## src/rtl/alu_pkg.sv

```systemverilog
`default_nettype none
// ============================================================================
// alu_pkg : opcodes, FSM states, default sizes and result width for alu_core
// Rev 1.0
// ============================================================================
package alu_pkg;

  localparam int OP_WIDTH_DEF  = 8;
  localparam int CMD_WIDTH_DEF = 4;
  localparam int TIMEOUT_DEF   = 16;

  function automatic int res_width(input int op_w);
`ifdef MUL_OP_EN
    return 2 * op_w;
`else
    return op_w + 1;
`endif
  endfunction

  localparam int RES_WIDTH = res_width(OP_WIDTH_DEF);

  typedef enum logic [3:0] {
    A_ADD     = 4'd0,
    A_SUB     = 4'd1,
    A_ADD_CIN = 4'd2,
    A_SUB_CIN = 4'd3,
    A_INC_A   = 4'd4,
    A_DEC_A   = 4'd5,
    A_INC_B   = 4'd6,
    A_DEC_B   = 4'd7,
    A_CMP     = 4'd8,
    A_INC_MUL = 4'd9,
    A_SHL_MUL = 4'd10
  } arith_cmd_e;

  typedef enum logic [3:0] {
    L_AND     = 4'd0,
    L_NAND    = 4'd1,
    L_OR      = 4'd2,
    L_NOR     = 4'd3,
    L_XOR     = 4'd4,
    L_XNOR    = 4'd5,
    L_NOT_A   = 4'd6,
    L_NOT_B   = 4'd7,
    L_SHR1_A  = 4'd8,
    L_SHL1_A  = 4'd9,
    L_SHR1_B  = 4'd10,
    L_SHL1_B  = 4'd11,
    L_ROL_A_B = 4'd12,
    L_ROR_A_B = 4'd13
  } logic_cmd_e;

  typedef enum logic [1:0] {
    S_IDLE   = 2'd0,
    S_WAIT_A = 2'd1,
    S_WAIT_B = 2'd2
`ifdef MUL_OP_EN
    ,
    S_MUL    = 2'd3
`endif
  } state_e;

  // Operand-valid mask an opcode needs; 2'b00 marks an undefined opcode
  // that completes (with err) as soon as any operand shows up.
  function automatic logic [1:0] need_ops(input logic mode, input logic [3:0] cmd);
    logic [1:0] n;
    n = 2'b00;
    if (mode) begin
      case (cmd)
        A_ADD, A_SUB, A_ADD_CIN, A_SUB_CIN, A_CMP: n = 2'b11;
        A_INC_A, A_DEC_A:                          n = 2'b01;
        A_INC_B, A_DEC_B:                          n = 2'b10;
`ifdef MUL_OP_EN
        A_INC_MUL, A_SHL_MUL:                      n = 2'b11;
`endif
        default:                                   n = 2'b00;
      endcase
    end else begin
      case (cmd)
        L_AND, L_NAND, L_OR, L_NOR, L_XOR, L_XNOR,
        L_ROL_A_B, L_ROR_A_B:                      n = 2'b11;
        L_NOT_A, L_SHR1_A, L_SHL1_A:               n = 2'b01;
        L_NOT_B, L_SHR1_B, L_SHL1_B:               n = 2'b10;
        default:                                   n = 2'b00;
      endcase
    end
    return n;
  endfunction

endpackage
`default_nettype wire

```

## src/rtl/alu_if.sv

```systemverilog
`default_nettype none
// ============================================================================
// alu_if : stimulus/response bus between the driver and alu_core
// Rev 1.0
// ============================================================================
interface alu_if import alu_pkg::*; #(
  parameter int OP_WIDTH  = OP_WIDTH_DEF,
  parameter int CMD_WIDTH = CMD_WIDTH_DEF
);
  localparam int RES_W = res_width(OP_WIDTH);

  logic                 ce;
  logic                 mode;
  logic [CMD_WIDTH-1:0] cmd;
  logic                 cin;
  logic [1:0]           inp_valid;
  logic [OP_WIDTH-1:0]  opa;
  logic [OP_WIDTH-1:0]  opb;
  logic [RES_W-1:0]     res;
  logic                 cout;
  logic                 oflow;
  logic                 g;
  logic                 l;
  logic                 e;
  logic                 err;

  modport master (
    output ce, mode, cmd, cin, inp_valid, opa, opb,
    input  res, cout, oflow, g, l, e, err
  );

  modport slave (
    input  ce, mode, cmd, cin, inp_valid, opa, opb,
    output res, cout, oflow, g, l, e, err
  );
endinterface
`default_nettype wire

```

## src/rtl/alu_exec.sv

```systemverilog
`default_nettype none
// ============================================================================
// alu_exec : combinational ALU datapath producing res and flags
// Rev 1.0
// ============================================================================
module alu_exec import alu_pkg::*; #(
  parameter int OP_WIDTH  = OP_WIDTH_DEF,
  parameter int CMD_WIDTH = CMD_WIDTH_DEF,
  parameter int RES_W     = res_width(OP_WIDTH)
) (
  input  logic [OP_WIDTH-1:0]  a_i,
  input  logic [OP_WIDTH-1:0]  b_i,
  input  logic [CMD_WIDTH-1:0] cmd_i,
  input  logic                 mode_i,
  input  logic                 cin_i,
  output logic [RES_W-1:0]     res_o,
  output logic                 cout_o,
  output logic                 oflow_o,
  output logic                 g_o,
  output logic                 l_o,
  output logic                 e_o,
`ifdef MUL_OP_EN
  output logic                 is_mul_o,
`endif
  output logic                 err_o
);
  localparam int NW   = OP_WIDTH + 1;
  localparam int SH_W = $clog2(OP_WIDTH);

  logic [NW-1:0]         add_w, addc_w, sub_w, subc_w, nres;
  logic [2*OP_WIDTH-1:0] rol_full, ror_full;
  logic [SH_W-1:0]       rot;
  logic                  rot_err;

  assign add_w    = {1'b0, a_i} + {1'b0, b_i};
  assign addc_w   = add_w + {{OP_WIDTH{1'b0}}, cin_i};
  assign sub_w    = {1'b0, a_i} - {1'b0, b_i};
  assign subc_w   = sub_w - {{OP_WIDTH{1'b0}}, cin_i};
  assign rot      = b_i[SH_W-1:0];
  assign rol_full = {a_i, a_i} << rot;
  assign ror_full = {a_i, a_i} >> rot;
  assign rot_err  = |b_i[OP_WIDTH-1:SH_W];

`ifdef MUL_OP_EN
  localparam int PW = 2 * OP_WIDTH;
  logic [PW-1:0] a_ext, b_ext, inc_mul, shl_mul;
  assign a_ext   = {{OP_WIDTH{1'b0}}, a_i};
  assign b_ext   = {{OP_WIDTH{1'b0}}, b_i};
  assign inc_mul = (a_ext + PW'(1)) * (b_ext + PW'(1));
  assign shl_mul = (a_ext << 1) * b_ext;
`endif

  always_comb begin
    nres    = '0;
    res_o   = '0;
    cout_o  = 1'b0;
    oflow_o = 1'b0;
    g_o     = 1'b0;
    l_o     = 1'b0;
    e_o     = 1'b0;
    err_o   = 1'b0;
`ifdef MUL_OP_EN
    is_mul_o = 1'b0;
`endif
    if (mode_i) begin
      case (cmd_i)
        A_ADD:     begin nres = add_w;  cout_o  = add_w[OP_WIDTH];  end
        A_SUB:     begin nres = sub_w;  oflow_o = sub_w[OP_WIDTH];  end
        A_ADD_CIN: begin nres = addc_w; cout_o  = addc_w[OP_WIDTH]; end
        A_SUB_CIN: begin nres = subc_w; oflow_o = subc_w[OP_WIDTH]; end
        A_INC_A:   nres = {1'b0, a_i} + NW'(1);
        A_DEC_A:   nres = {1'b0, a_i} - NW'(1);
        A_INC_B:   nres = {1'b0, b_i} + NW'(1);
        A_DEC_B:   nres = {1'b0, b_i} - NW'(1);
        A_CMP: begin
          g_o = (a_i > b_i);
          l_o = (a_i < b_i);
          e_o = (a_i == b_i);
        end
`ifdef MUL_OP_EN
        A_INC_MUL: is_mul_o = 1'b1;
        A_SHL_MUL: is_mul_o = 1'b1;
`endif
        default:   err_o = 1'b1;
      endcase
    end else begin
      case (cmd_i)
        L_AND:     nres = {1'b0, a_i & b_i};
        L_NAND:    nres = {1'b0, ~(a_i & b_i)};
        L_OR:      nres = {1'b0, a_i | b_i};
        L_NOR:     nres = {1'b0, ~(a_i | b_i)};
        L_XOR:     nres = {1'b0, a_i ^ b_i};
        L_XNOR:    nres = {1'b0, ~(a_i ^ b_i)};
        L_NOT_A:   nres = {1'b0, ~a_i};
        L_NOT_B:   nres = {1'b0, ~b_i};
        L_SHR1_A:  nres = {1'b0, a_i >> 1};
        L_SHL1_A:  nres = {1'b0, a_i << 1};
        L_SHR1_B:  nres = {1'b0, b_i >> 1};
        L_SHL1_B:  nres = {1'b0, b_i << 1};
        L_ROL_A_B: begin nres = {1'b0, rol_full[2*OP_WIDTH-1:OP_WIDTH]}; err_o = rot_err; end
        L_ROR_A_B: begin nres = {1'b0, ror_full[OP_WIDTH-1:0]};          err_o = rot_err; end
        default:   err_o = 1'b1;
      endcase
    end
    res_o = RES_W'(nres);
`ifdef MUL_OP_EN
    if (mode_i && cmd_i == A_INC_MUL) res_o = inc_mul;
    if (mode_i && cmd_i == A_SHL_MUL) res_o = shl_mul;
`endif
  end

endmodule
`default_nettype wire

```

## src/rtl/alu_core.sv

```systemverilog
`default_nettype none
// ============================================================================
// alu_core : operand-collecting ALU with timeout; MUL_OP_EN adds 2-cycle mul
// Rev 1.0
// ============================================================================
module alu_core import alu_pkg::*; #(
  parameter int OP_WIDTH  = OP_WIDTH_DEF,
  parameter int CMD_WIDTH = CMD_WIDTH_DEF,
  parameter int TIMEOUT   = TIMEOUT_DEF
) (
  input logic  clk,
  input logic  rst,
  alu_if.slave bus
);
  localparam int RES_W = res_width(OP_WIDTH);
  localparam int CNT_W = $clog2(TIMEOUT + 1);

  state_e               state_q, state_d;
  logic [CNT_W-1:0]     cnt_q, cnt_d;
  logic [OP_WIDTH-1:0]  a_q, a_d, b_q, b_d, ex_a, ex_b;
  logic [CMD_WIDTH-1:0] cmd_q, cmd_d, ex_cmd;
  logic                 mode_q, mode_d, ex_mode, cin_q, cin_d, ex_cin;
  logic [RES_W-1:0]     res_q, res_d, ex_res;
  logic                 cout_q, cout_d, oflow_q, oflow_d, g_q, g_d, l_q, l_d, e_q, e_d;
  logic                 err_q, err_d;
  logic                 ex_cout, ex_oflow, ex_g, ex_l, ex_e, ex_err;
  logic [1:0]           need, missing;
  logic                 fire, commit;
`ifdef MUL_OP_EN
  logic                 ex_is_mul;
`endif

  alu_exec #(.OP_WIDTH(OP_WIDTH), .CMD_WIDTH(CMD_WIDTH), .RES_W(RES_W)) u_exec (
    .a_i(ex_a), .b_i(ex_b), .cmd_i(ex_cmd), .mode_i(ex_mode), .cin_i(ex_cin),
    .res_o(ex_res), .cout_o(ex_cout), .oflow_o(ex_oflow),
    .g_o(ex_g), .l_o(ex_l), .e_o(ex_e),
`ifdef MUL_OP_EN
    .is_mul_o(ex_is_mul),
`endif
    .err_o(ex_err)
  );

  assign need    = need_ops(bus.mode, bus.cmd);
  assign missing = need & ~bus.inp_valid;

  always_comb begin
    state_d = state_q;  cnt_d   = cnt_q;
    a_d     = a_q;      b_d     = b_q;
    cmd_d   = cmd_q;    mode_d  = mode_q;  cin_d = cin_q;
    res_d   = res_q;    cout_d  = cout_q;  oflow_d = oflow_q;
    g_d     = g_q;      l_d     = l_q;     e_d = e_q;  err_d = err_q;
    ex_a    = a_q;      ex_b    = b_q;
    ex_cmd  = cmd_q;    ex_mode = mode_q;  ex_cin = cin_q;
    fire    = 1'b0;
    commit  = 1'b0;
    if (bus.ce) begin
      err_d = 1'b0;
      case (state_q)
        S_IDLE: begin
          ex_a = bus.opa;  ex_b = bus.opb;
          ex_cmd = bus.cmd;  ex_mode = bus.mode;  ex_cin = bus.cin;
          if (bus.inp_valid != 2'b00) begin
            a_d = bus.opa;  b_d = bus.opb;
            cmd_d = bus.cmd;  mode_d = bus.mode;  cin_d = bus.cin;
            if (missing == 2'b00) begin
              fire = 1'b1;
            end else begin
              cnt_d   = '0;
              state_d = missing[0] ? S_WAIT_A : S_WAIT_B;
            end
          end
        end
        S_WAIT_A, S_WAIT_B: begin
          // Either operand may be refreshed; only the missing one completes.
          if (bus.inp_valid[0]) begin ex_a = bus.opa; a_d = bus.opa; end
          if (bus.inp_valid[1]) begin ex_b = bus.opb; b_d = bus.opb; end
          if ((state_q == S_WAIT_A) ? bus.inp_valid[0] : bus.inp_valid[1]) begin
            fire = 1'b1;
          end else if (cnt_q == CNT_W'(TIMEOUT - 1)) begin
            err_d   = 1'b1;
            state_d = S_IDLE;
          end else begin
            cnt_d = cnt_q + CNT_W'(1);
          end
        end
`ifdef MUL_OP_EN
        S_MUL:   commit = 1'b1;
`endif
        default: state_d = S_IDLE;
      endcase
      if (fire) begin
`ifdef MUL_OP_EN
        if (ex_is_mul) state_d = S_MUL;
        else           commit  = 1'b1;
`else
        commit = 1'b1;
`endif
      end
      if (commit) begin
        res_d   = ex_res;   cout_d = ex_cout;  oflow_d = ex_oflow;
        g_d     = ex_g;     l_d    = ex_l;     e_d     = ex_e;
        err_d   = ex_err;
        state_d = S_IDLE;
      end
    end
  end

  always_ff @(posedge clk) begin
    if (rst) begin
      state_q <= S_IDLE;  cnt_q  <= '0;
      a_q     <= '0;      b_q    <= '0;
      cmd_q   <= '0;      mode_q <= 1'b0;  cin_q   <= 1'b0;
      res_q   <= '0;      cout_q <= 1'b0;  oflow_q <= 1'b0;
      g_q     <= 1'b0;    l_q    <= 1'b0;  e_q     <= 1'b0;  err_q <= 1'b0;
    end else begin
      state_q <= state_d;  cnt_q  <= cnt_d;
      a_q     <= a_d;      b_q    <= b_d;
      cmd_q   <= cmd_d;    mode_q <= mode_d;  cin_q   <= cin_d;
      res_q   <= res_d;    cout_q <= cout_d;  oflow_q <= oflow_d;
      g_q     <= g_d;      l_q    <= l_d;     e_q     <= e_d;  err_q <= err_d;
    end
  end

  assign bus.res   = res_q;
  assign bus.cout  = cout_q;
  assign bus.oflow = oflow_q;
  assign bus.g     = g_q;
  assign bus.l     = l_q;
  assign bus.e     = e_q;
  assign bus.err   = err_q;

endmodule
`default_nettype wire
```

## src/flat_wrapper.sv

```systemverilog
// flat-port wrapper written by rule: the top's interface ports become plain ports
module alu_core_flat import alu_pkg::*;
#(
  parameter int OP_WIDTH  = OP_WIDTH_DEF,
  parameter int CMD_WIDTH = CMD_WIDTH_DEF,
  parameter int TIMEOUT   = TIMEOUT_DEF
)
  (clk, rst, bus_ce, bus_mode, bus_cmd, bus_cin, bus_inp_valid, bus_opa, bus_opb, bus_res, bus_cout, bus_oflow, bus_g, bus_l, bus_e, bus_err);
  alu_if #(.OP_WIDTH(OP_WIDTH), .CMD_WIDTH(CMD_WIDTH)) bus_i ();
  input logic clk;
  input logic rst;
  input wire logic [$bits(bus_i.ce)-1:0] bus_ce;
  input wire logic [$bits(bus_i.mode)-1:0] bus_mode;
  input wire logic [$bits(bus_i.cmd)-1:0] bus_cmd;
  input wire logic [$bits(bus_i.cin)-1:0] bus_cin;
  input wire logic [$bits(bus_i.inp_valid)-1:0] bus_inp_valid;
  input wire logic [$bits(bus_i.opa)-1:0] bus_opa;
  input wire logic [$bits(bus_i.opb)-1:0] bus_opb;
  output wire logic [$bits(bus_i.res)-1:0] bus_res;
  output wire logic [$bits(bus_i.cout)-1:0] bus_cout;
  output wire logic [$bits(bus_i.oflow)-1:0] bus_oflow;
  output wire logic [$bits(bus_i.g)-1:0] bus_g;
  output wire logic [$bits(bus_i.l)-1:0] bus_l;
  output wire logic [$bits(bus_i.e)-1:0] bus_e;
  output wire logic [$bits(bus_i.err)-1:0] bus_err;
  assign bus_i.ce = bus_ce;
  assign bus_i.mode = bus_mode;
  assign bus_i.cmd = bus_cmd;
  assign bus_i.cin = bus_cin;
  assign bus_i.inp_valid = bus_inp_valid;
  assign bus_i.opa = bus_opa;
  assign bus_i.opb = bus_opb;
  assign bus_res = bus_i.res;
  assign bus_cout = bus_i.cout;
  assign bus_oflow = bus_i.oflow;
  assign bus_g = bus_i.g;
  assign bus_l = bus_i.l;
  assign bus_e = bus_i.e;
  assign bus_err = bus_i.err;
  alu_core #(.OP_WIDTH(OP_WIDTH), .CMD_WIDTH(CMD_WIDTH), .TIMEOUT(TIMEOUT)) u_core (.clk(clk), .rst(rst), .bus(bus_i));
endmodule
```

## config.mk

```make
export PLATFORM = sky130hd
export DESIGN_NAME = alu_core_flat
export DESIGN_NICKNAME = d
export VERILOG_FILES = /design/src/rtl/alu_pkg.sv /design/src/rtl/alu_if.sv /design/src/rtl/alu_exec.sv /design/src/rtl/alu_core.sv /design/src/flat_wrapper.sv
export SDC_FILE = /design/constraint.sdc
export NUM_CORES = 1
export LEC_CHECK = 0
export CORE_MARGIN = 4
export CORE_UTILIZATION = 30
export DETAILED_ROUTE_END_ITERATION = 7
export GPL_TIMING_DRIVEN = 0
export HOLD_SLACK_MARGIN = 0.08
export PLACE_DENSITY = 0.53
export SYNTH_ARGS = -nofsm -noshare
export SYNTH_HDL_FRONTEND = slang
export SYNTH_SLANG_ARGS = --single-unit
```

## constraint.sdc

```tcl
create_clock -name clk -period 10.85 [get_ports clk]
set_clock_uncertainty 0.1 [all_clocks]
set_input_delay 1.085 -clock clk [delete_from_list [all_inputs] [get_ports clk]]
set_output_delay 1.085 -clock clk [all_outputs]
set_load 0.05 [all_outputs]
```

==> flow_metrics.env, run 1 <==
export IMPL_cts_tree="done"
export IMPL_fin_util=0.345
export IMPL_dr_total_vias=6965
export IMPL_power_density_nw_per_um2=124
export IMPL_synth_nets=951
export IMPL_timing_final_crit_share=0.528
export IMPL_cts_repair_resized=0
export IMPL_grt_pass1_vias=6462
export IMPL_fmax_mhz=175
export IMPL_cts_clk_slew_worst_paths_ns=0.07
export IMPL_clk_path_buf_depth=2
export IMPL_viasPerCell=5.87
export IMPL_drc=0
export IMPL_first_pass_iters=8
export IMPL_p_leak_nw=2.95
export IMPL_gr_total_overflow=0
export IMPL_dieHeight_um=156
export IMPL_routedWlPerCell_um=21.6
export IMPL_worst_ep_arrival_time_ns=5.88
export IMPL_crit_fanout=13
export IMPL_start_util=0.304
export IMPL_synth_top_cell_area_share=0.133
export IMPL_worst_pin_slew_ns=0.939
export IMPL_layout_drive_gt1_share=0.123
export IMPL_yosys_register_bits=44
export IMPL_antenna_found_initial=1
export IMPL_slew_headroom=0.370
export IMPL_io_pin_count=42
export IMPL_htree_levels=2
export IMPL_cts_sinks=44
export IMPL_synthFlopType="dfxtp_1"
export IMPL_root_buffer="clkbuf_16"
export IMPL_power_uw=926
export IMPL_grt_use_total=0.204
export IMPL_vdd_ir_drop_max_mv=0.0724
export IMPL_outcome="finished, final reports clean"
export IMPL_dp_hpwl_mm=19.7
export IMPL_synth_edff_count=0
export IMPL_tns_ns=0
export IMPL_yosysSeqAreaShare=0.133
export IMPL_rows=54
export IMPL_dieArea_um2=24500
export IMPL_final_setup_viol_count=0
export IMPL_rsz0062_at_grt="false"
export IMPL_start_kind="input pin"
export IMPL_yosysUniqueCellTypes=99
export IMPL_clk_latency_ns=0.30
export IMPL_hold_path_class="reg -> reg"
export IMPL_maxSlewViolCount=0
export IMPL_layout_cell_area_non_filler_um2=7500
export IMPL_syn2layout_area_growth_pct=13.4
export IMPL_cap_violations=0
export IMPL_cp_required_ns=11.00
export IMPL_yosysTopAreaCell="dfxtp_1"
export IMPL_slowest_delay_ns=0.68
export IMPL_grt_first_pass_wirelength_mm=38.9
export IMPL_endpoint_kind="register"
export IMPL_post_dp_cell_area_um2=7320
export IMPL_drtAntennaViolNets=0
export IMPL_core_area_um2=21800
export IMPL_place_congestion=0.946
export IMPL_antenna_cells=0
export IMPL_async_reset_ff_frac=0
export IMPL_yosysWarnings=0
export IMPL_die_x_um=156
export IMPL_cts_buffers=5
export IMPL_postCtsSetupBuffers=0
export IMPL_worstSetupPathType="in -> reg"
export IMPL_syn_avg_cell_area_um2=7.66
export IMPL_synth_cells=863
export IMPL_placement_io_buffers=36
export IMPL_routed_wl_mm=25.6
export IMPL_critPathMostFrequentCell="a211oi_1"
export IMPL_cts_hold_fix_buffers=0
export IMPL_final_nets=994
export IMPL_ys_top_cells_by_area="dfxtp_1 (13%), ha_1 (11%), mux2i_1 (8.9%)"
export IMPL_final_hold_viol_count=0
export IMPL_slowest_stage="clkbuf_1"
export IMPL_period_needed_ns=5.73
export IMPL_grt_max_degree=17
export IMPL_synth_area_um2=6610
export IMPL_crit_chain="clkdlybuf4s50_1, nand2b_4, nor2_4, a22o_1, clkbuf_1, ha_1, a211oi_1, nor2_1, or4_1, or3_1, a21oi_1, a211oi_1, a31oi_1, a221o_1"
export IMPL_first_iter_violations=636
-- critical path, delay by kind of cell --
kind / cells / cell delay [ns]
buf+inv: 2 / 1.34
fa+ha+maj: 1 / 0.47
simple gates: 5 / 1.48
compound gates: 6 / 1.51
-- logic make-up (layout without fill, tap and decap cells) --
family | count (synthesis) | count (layout) | synth area share
muxes | 73 | 73 | 0.117
xor gates and xnor gates | 19 | 19 | 0.0252
buffers and inverters | 87 | 131 | 0.0617
and+or+nand+nor | 315 | 315 | 0.244
adders and majority gates | 61 | 61 | 0.120
AOI/OAI and AO/OA | 264 | 264 | 0.299
DFF | 44 | 44 | 0.133
-- final timing paths --
check | slack (ns) | start | endpoint | depth (start not counted)
setup reg to reg | 5.75 | u_core.state_q[0] | u_core.bus.res[5] | 15
hold / removal | 0.36 | u_core.bus.oflow | u_core.bus.oflow | 2
setup / recovery | 5.12 | bus_ce | u_core.bus.res[5] | 14
hold reg to reg | 0.36 | u_core.bus.oflow | u_core.bus.oflow | 2
-- placed cells by master (no fill, tap or decap), types with 7 or more instances in the layout --
| master | n |
|---|---|
| ha_1 | 57 |
| o211ai_1 | 9 |
| inv_1 | 33 |
| nor2_1 | 112 |
| and2_1 | 7 |
| nand3_1 | 12 |
| a21oi_1 | 53 |
| o21ai_1 | 9 |
| buf_2 | 26 |
| dfxtp_1 | 44 |
| nand2b_1 | 22 |
| buf_4 | 9 |
| a22oi_1 | 7 |
| xor2_1 | 10 |
| a22o_1 | 16 |
| clkdlybuf4s50_1 | 36 |
| mux2_2 | 10 |
| mux2i_1 | 59 |
| xnor2_1 | 9 |
| o22ai_1 | 11 |
| o21ai_0 | 33 |
| nand4_1 | 9 |
| a31oi_1 | 9 |
| nor3_1 | 24 |
| nand2_1 | 63 |
| clkbuf_1 | 13 |
| a211oi_1 | 16 |
-- stage by stage --
stage / hold slack (ns) / std cells / setup WS, ns
global route: 0.378 / 1187 / 4.81
floorplan: 0.356 / 863 / 6.17
global placement: 0.347 / 1179 / 4.85
CTS: 0.358 / 1187 / 5.19
finish: 0.356 / 1187 / 5.12
detailed placement: 0.350 / 1179 / 4.92
-- synth_stat cells (7+ instances only) --
cell	number
nand3_1	12
nor2_1	113
nand2b_1	22
clkbuf_1	13
xor2_1	10
and2_1	7
inv_1	33
nor3_1	24
o21ai_0	33
a31oi_1	9
mux2i_1	59
a211oi_1	16
mux2_2	10
buf_4	9
ha_1	57
nand4_1	9
dfxtp_1	44
buf_2	26
o22ai_1	11
a21oi_1	53
o21ai_1	9
a22oi_1	7
xnor2_1	9
o211ai_1	9
nand2_1	63
a22o_1	16
-- layer usage --
metal,GRT usage,wire length (µm),vias up
met5,0,13,-
met4,0.0612,720,2
met3,0.0315,1900,44
met2,0.316,11200,301
met1,0.291,11700,3313
li1,-,-,3305
-- sequential cells by signal, indices dropped and copies added (netlist names), 2 cells and up --
name	count
u_core.b_q	8
u_core.cmd_q	4
u_core.a_q	8
u_core.state_q	2
u_core.cnt_q	5
u_core.bus.res	9
-- layout make-up --
cell class              count  area, µm²
clock inverters             3       46.3
fillers                  2340      14300
plain buffers              50        269
multi-input cells         732       5330
well taps                 280        350
inverters                  37        139
clock buffers               5        125
repair buffers             36        360
flip-flops and latches     44        881
-- power breakdown --
| part | internal, mW | switching (mW) |
|---|---|---|
| registers | 0.173 | 0.00845 |
| logic | 0.200 | 0.361 |
| clock network | 0.110 | 0.0741 |
| total | 0.482 | 0.444 |
Note: power is estimated with default switching activity, not from simulation.
==> run 2: changes to the inputs <==
clock period = 5.97 ns   (was 10.85 ns; I/O delays follow)
==> results of run 2 <==
Same layout as run 1 (identical final DEF). Status: finished, final reports clean.
Main changes from that run: setup slack after placement 4.92 ns -> 0.532 ns; setup slack after layout 5.12 ns -> 0.731 ns; register-to-register setup slack 5.75 ns -> 0.87 ns; total power 0.926 mW -> 1.68 mW; worst IR drop on VDD 0.0724 mV -> 0.132 mV
==> run 3: changes to the inputs <==
SYNTH_HIERARCHICAL = 1   (was not set)
==> run 3 against run 2 <==
  * Sequential share of layout area increased by 0.28 points
  * First-iteration DRC count is 7.5% lower
  * Sequential cell count did not move
  * Sequential power fell by 1%
  * Setup slack got worse by 0.31 ns
  * Cell count down 7.0%
  * Clock power fell by 1%
  * Final area is 2.3% lower
  * Critical path depth up 4
  * Area after synthesis down 3.7%
  * Combinational power grew 18%
  * Maximum frequency fell by 5.6%
  * Critical endpoint is now u_core/bus.res[7]
==> flow_metrics.env, run 3 <==
export IMPL_yosys_register_bits=44
export IMPL_crit_family="compound AO/OA/AOI/OAI gates"
export IMPL_maxSlewViolCount=0
export IMPL_ys_top_cells_by_count="nor2_1 (89), ha_1 (58), mux2i_1 (58)"
export IMPL_ys_top_cells_by_area="dfxtp_1 (14%), ha_1 (11%), mux2i_1 (9.1%)"
export IMPL_grt_use_total=0.185
export IMPL_worst_path_buf_inv=4
export IMPL_place_congestion=0.957
export IMPL_dr_total_vias=6247
export IMPL_first_pass_iters=5
export IMPL_slew_headroom=0.467
export IMPL_layout_common_cells="nor2_1 (86), mux2i_1 (58), ha_1 (58)"
export IMPL_dp_hpwl_mm=17.3
export IMPL_cp_required_ns=6.09
export IMPL_yosysMostFrequentCell="nor2_1"
export IMPL_viasPerCell=5.66
export IMPL_synthAdderAreaFrac=0.127
export IMPL_slowest_delay_ns=0.65
export IMPL_p_leak_nw=2.82
export IMPL_final_nets=917
export IMPL_root_buffer="clkbuf_16"
export IMPL_yosysSeqAreaShare=0.138
export IMPL_rows=53
export IMPL_crit_fanout=10
export IMPL_syn_avg_cell_area_um2=8.16
export IMPL_dp_cells=1096
export IMPL_fin_ws_ns=0.421
export IMPL_largest_reg_flops=9
export IMPL_syn2layout_area_growth_pct=15.0
export IMPL_die_x_um=154
export IMPL_synth_simple_area_share=0.232
export IMPL_vdd_ir_drop_max_mv=0.0967
export IMPL_grt_pass1_vias=6085
export IMPL_fin_util=0.349
export IMPL_synth_compound_area_frac=0.245
export IMPL_synth_edff_count=0
export IMPL_yosysUniqueCellTypes=104
export IMPL_gr_total_overflow=0
export IMPL_grt_first_pass_wirelength_mm=35.0
export IMPL_dieArea_um2=23600
export IMPL_first_iter_violations=588
export IMPL_clk_latency_ns=0.30
export IMPL_clk_path_buf_depth=2
export IMPL_routedWlPerCell_um=20.2
export IMPL_slowest_stage="o21ai_1"
export IMPL_postCtsSetupBuffers=0
export IMPL_placement_io_buffers=41
export IMPL_fmax_mhz=180
export IMPL_crit_chain="inv_1, ha_1, clkbuf_1, inv_2, o21ai_1, a22o_1, inv_1, ha_1, fa_1, o21bai_1, a21oi_1, xnor2_1, nand3_1, or4_1, a31o_2, nand4_1, nand2b_1, mux2i_1"
export IMPL_worstSetupPathType="reg -> reg"
export IMPL_n_fill_cell=2237
export IMPL_worst_pin_slew_ns=0.779
export IMPL_dieHeight_um=154
export IMPL_synth_area_um2=6370
export IMPL_yosysTopAreaCell="dfxtp_1"
export IMPL_drtAntennaViolNets=0
export IMPL_antenna_found_initial=1
export IMPL_cts_tree="done"
export IMPL_preCtsSetupSlack_ns=-0.509
export IMPL_hold_path_class="reg -> reg"
export IMPL_synth_nets=869
export IMPL_cts_clk_slew_worst_paths_ns=0.07
export IMPL_endpoint_kind="register"
export IMPL_rsz0062_at_grt="false"
export IMPL_worst_ep_arrival_time_ns=5.67
export IMPL_period_needed_ns=5.55
export IMPL_synth_top_family_by_area="compound AO/OA/AOI/OAI gates"
export IMPL_routed_wl_mm=22.3
export IMPL_synth_cells=780
export IMPL_drc=0
export IMPL_cap_violations=0
export IMPL_core_area_um2=21000
export IMPL_io_pin_count=42
export IMPL_layout_drive_gt1_share=0.105
export IMPL_htree_levels=2
export IMPL_antenna_cells=0
export IMPL_async_reset_ff_frac=0
export IMPL_timing_final_crit_share=0.930
export IMPL_final_setup_viol_count=0
export IMPL_start_util=0.304
export IMPL_power_density_nw_per_um2=254
export IMPL_final_hold_viol_count=0
export IMPL_cts_hold_fix_buffers=0
export IMPL_final_common_cell="nor2_1"
export IMPL_instances_no_fill=1104
export IMPL_synthFlopType="dfxtp_1"
export IMPL_synth_top_cell_area_share=0.138
export IMPL_start_kind="register"
export IMPL_synthMuxAreaShare=0.151
export IMPL_grt_max_degree=16
export IMPL_outcome="finished, final reports clean"
export IMPL_synth_xor_area_share=0.0385
export IMPL_cts_buffers=5
export IMPL_cts_sinks=44
export IMPL_yosysWarnings=6
## run 3: path summary, 6_finish.rpt
path	start	endpoint	slack [ns]	cells past startpoint
min	u_core/bus.g	u_core/bus.g	0.37	2
max reg2reg	u_core/state_q[0]	u_core/bus.res[7]	0.42	18
max	u_core/state_q[0]	u_core/bus.res[7]	0.42	18
min reg2reg	u_core/bus.g	u_core/bus.g	0.37	2
## run 3: kinds of logic after synthesis
kind of cell / count (synthesis)
fa+ha+maj: 62
compound gates: 210
flops: 44
simple gates: 274
mux: 80
buf+inv: 82
xor+xnor: 28
## run 3: area by class of cell
type                       count  area (µm²)  area share
multi-input combinational    654        5070       0.692
inverter                      37         143      0.0195
clock buffer                   6         139      0.0190
tap                          275         344      0.0470
clock inverter                 2        38.8     0.00530
timing repair buffer          41         410      0.0561
buffer                        45         299      0.0408
sequential                    44         881       0.120
## run 3: timing repair
action	CTS	global route
pin swaps	0	0
endpoints found under the setup margin	4	8
hold endpoints to repair	0	0
resized for setup	1	10
## run 3: through the flow
step	hold slack [ns]	setup TNS [ns]	power [mW]	cell area, µm²
2_1_floorplan	0.350	0	1.18	6370
3_3_place_gp	0.359	-2.77	1.50	7120
3_5_place_dp	0.362	-2.13	1.50	7120
4_1_cts	0.376	0	1.84	7300
5_1_grt	0.395	0	1.98	7320
6_report	0.370	0	1.86	7320
## run 3: worst register-to-register path: cells and delay by family (launching register included)
| family | cells | cell delay [ns] |
|---|---|---|
| compound gates | 5 | 1.83 |
| buf+inv | 4 | 0.87 |
| simple gates | 4 | 0.88 |
| xor+xnor | 1 | 0.25 |
| fa+ha+maj | 3 | 1.08 |
| mux | 1 | 0.12 |
| flops | 1 | 0.36 |
## run 3: report_power, final
part	internal (mW)	switching [mW]
Sequential	0.315	0.00994
Combinational	0.457	0.747
Clock	0.210	0.121
## run 3: per-layer routing
metal	part of all wire	routed length (µm)	GRT usage
met1	0.45	10100	0.257
met2	0.43	9670	0.287
met3	0.083	1860	0.0383
met4	0.032	713	0.0627
met5	0.00058	13	0
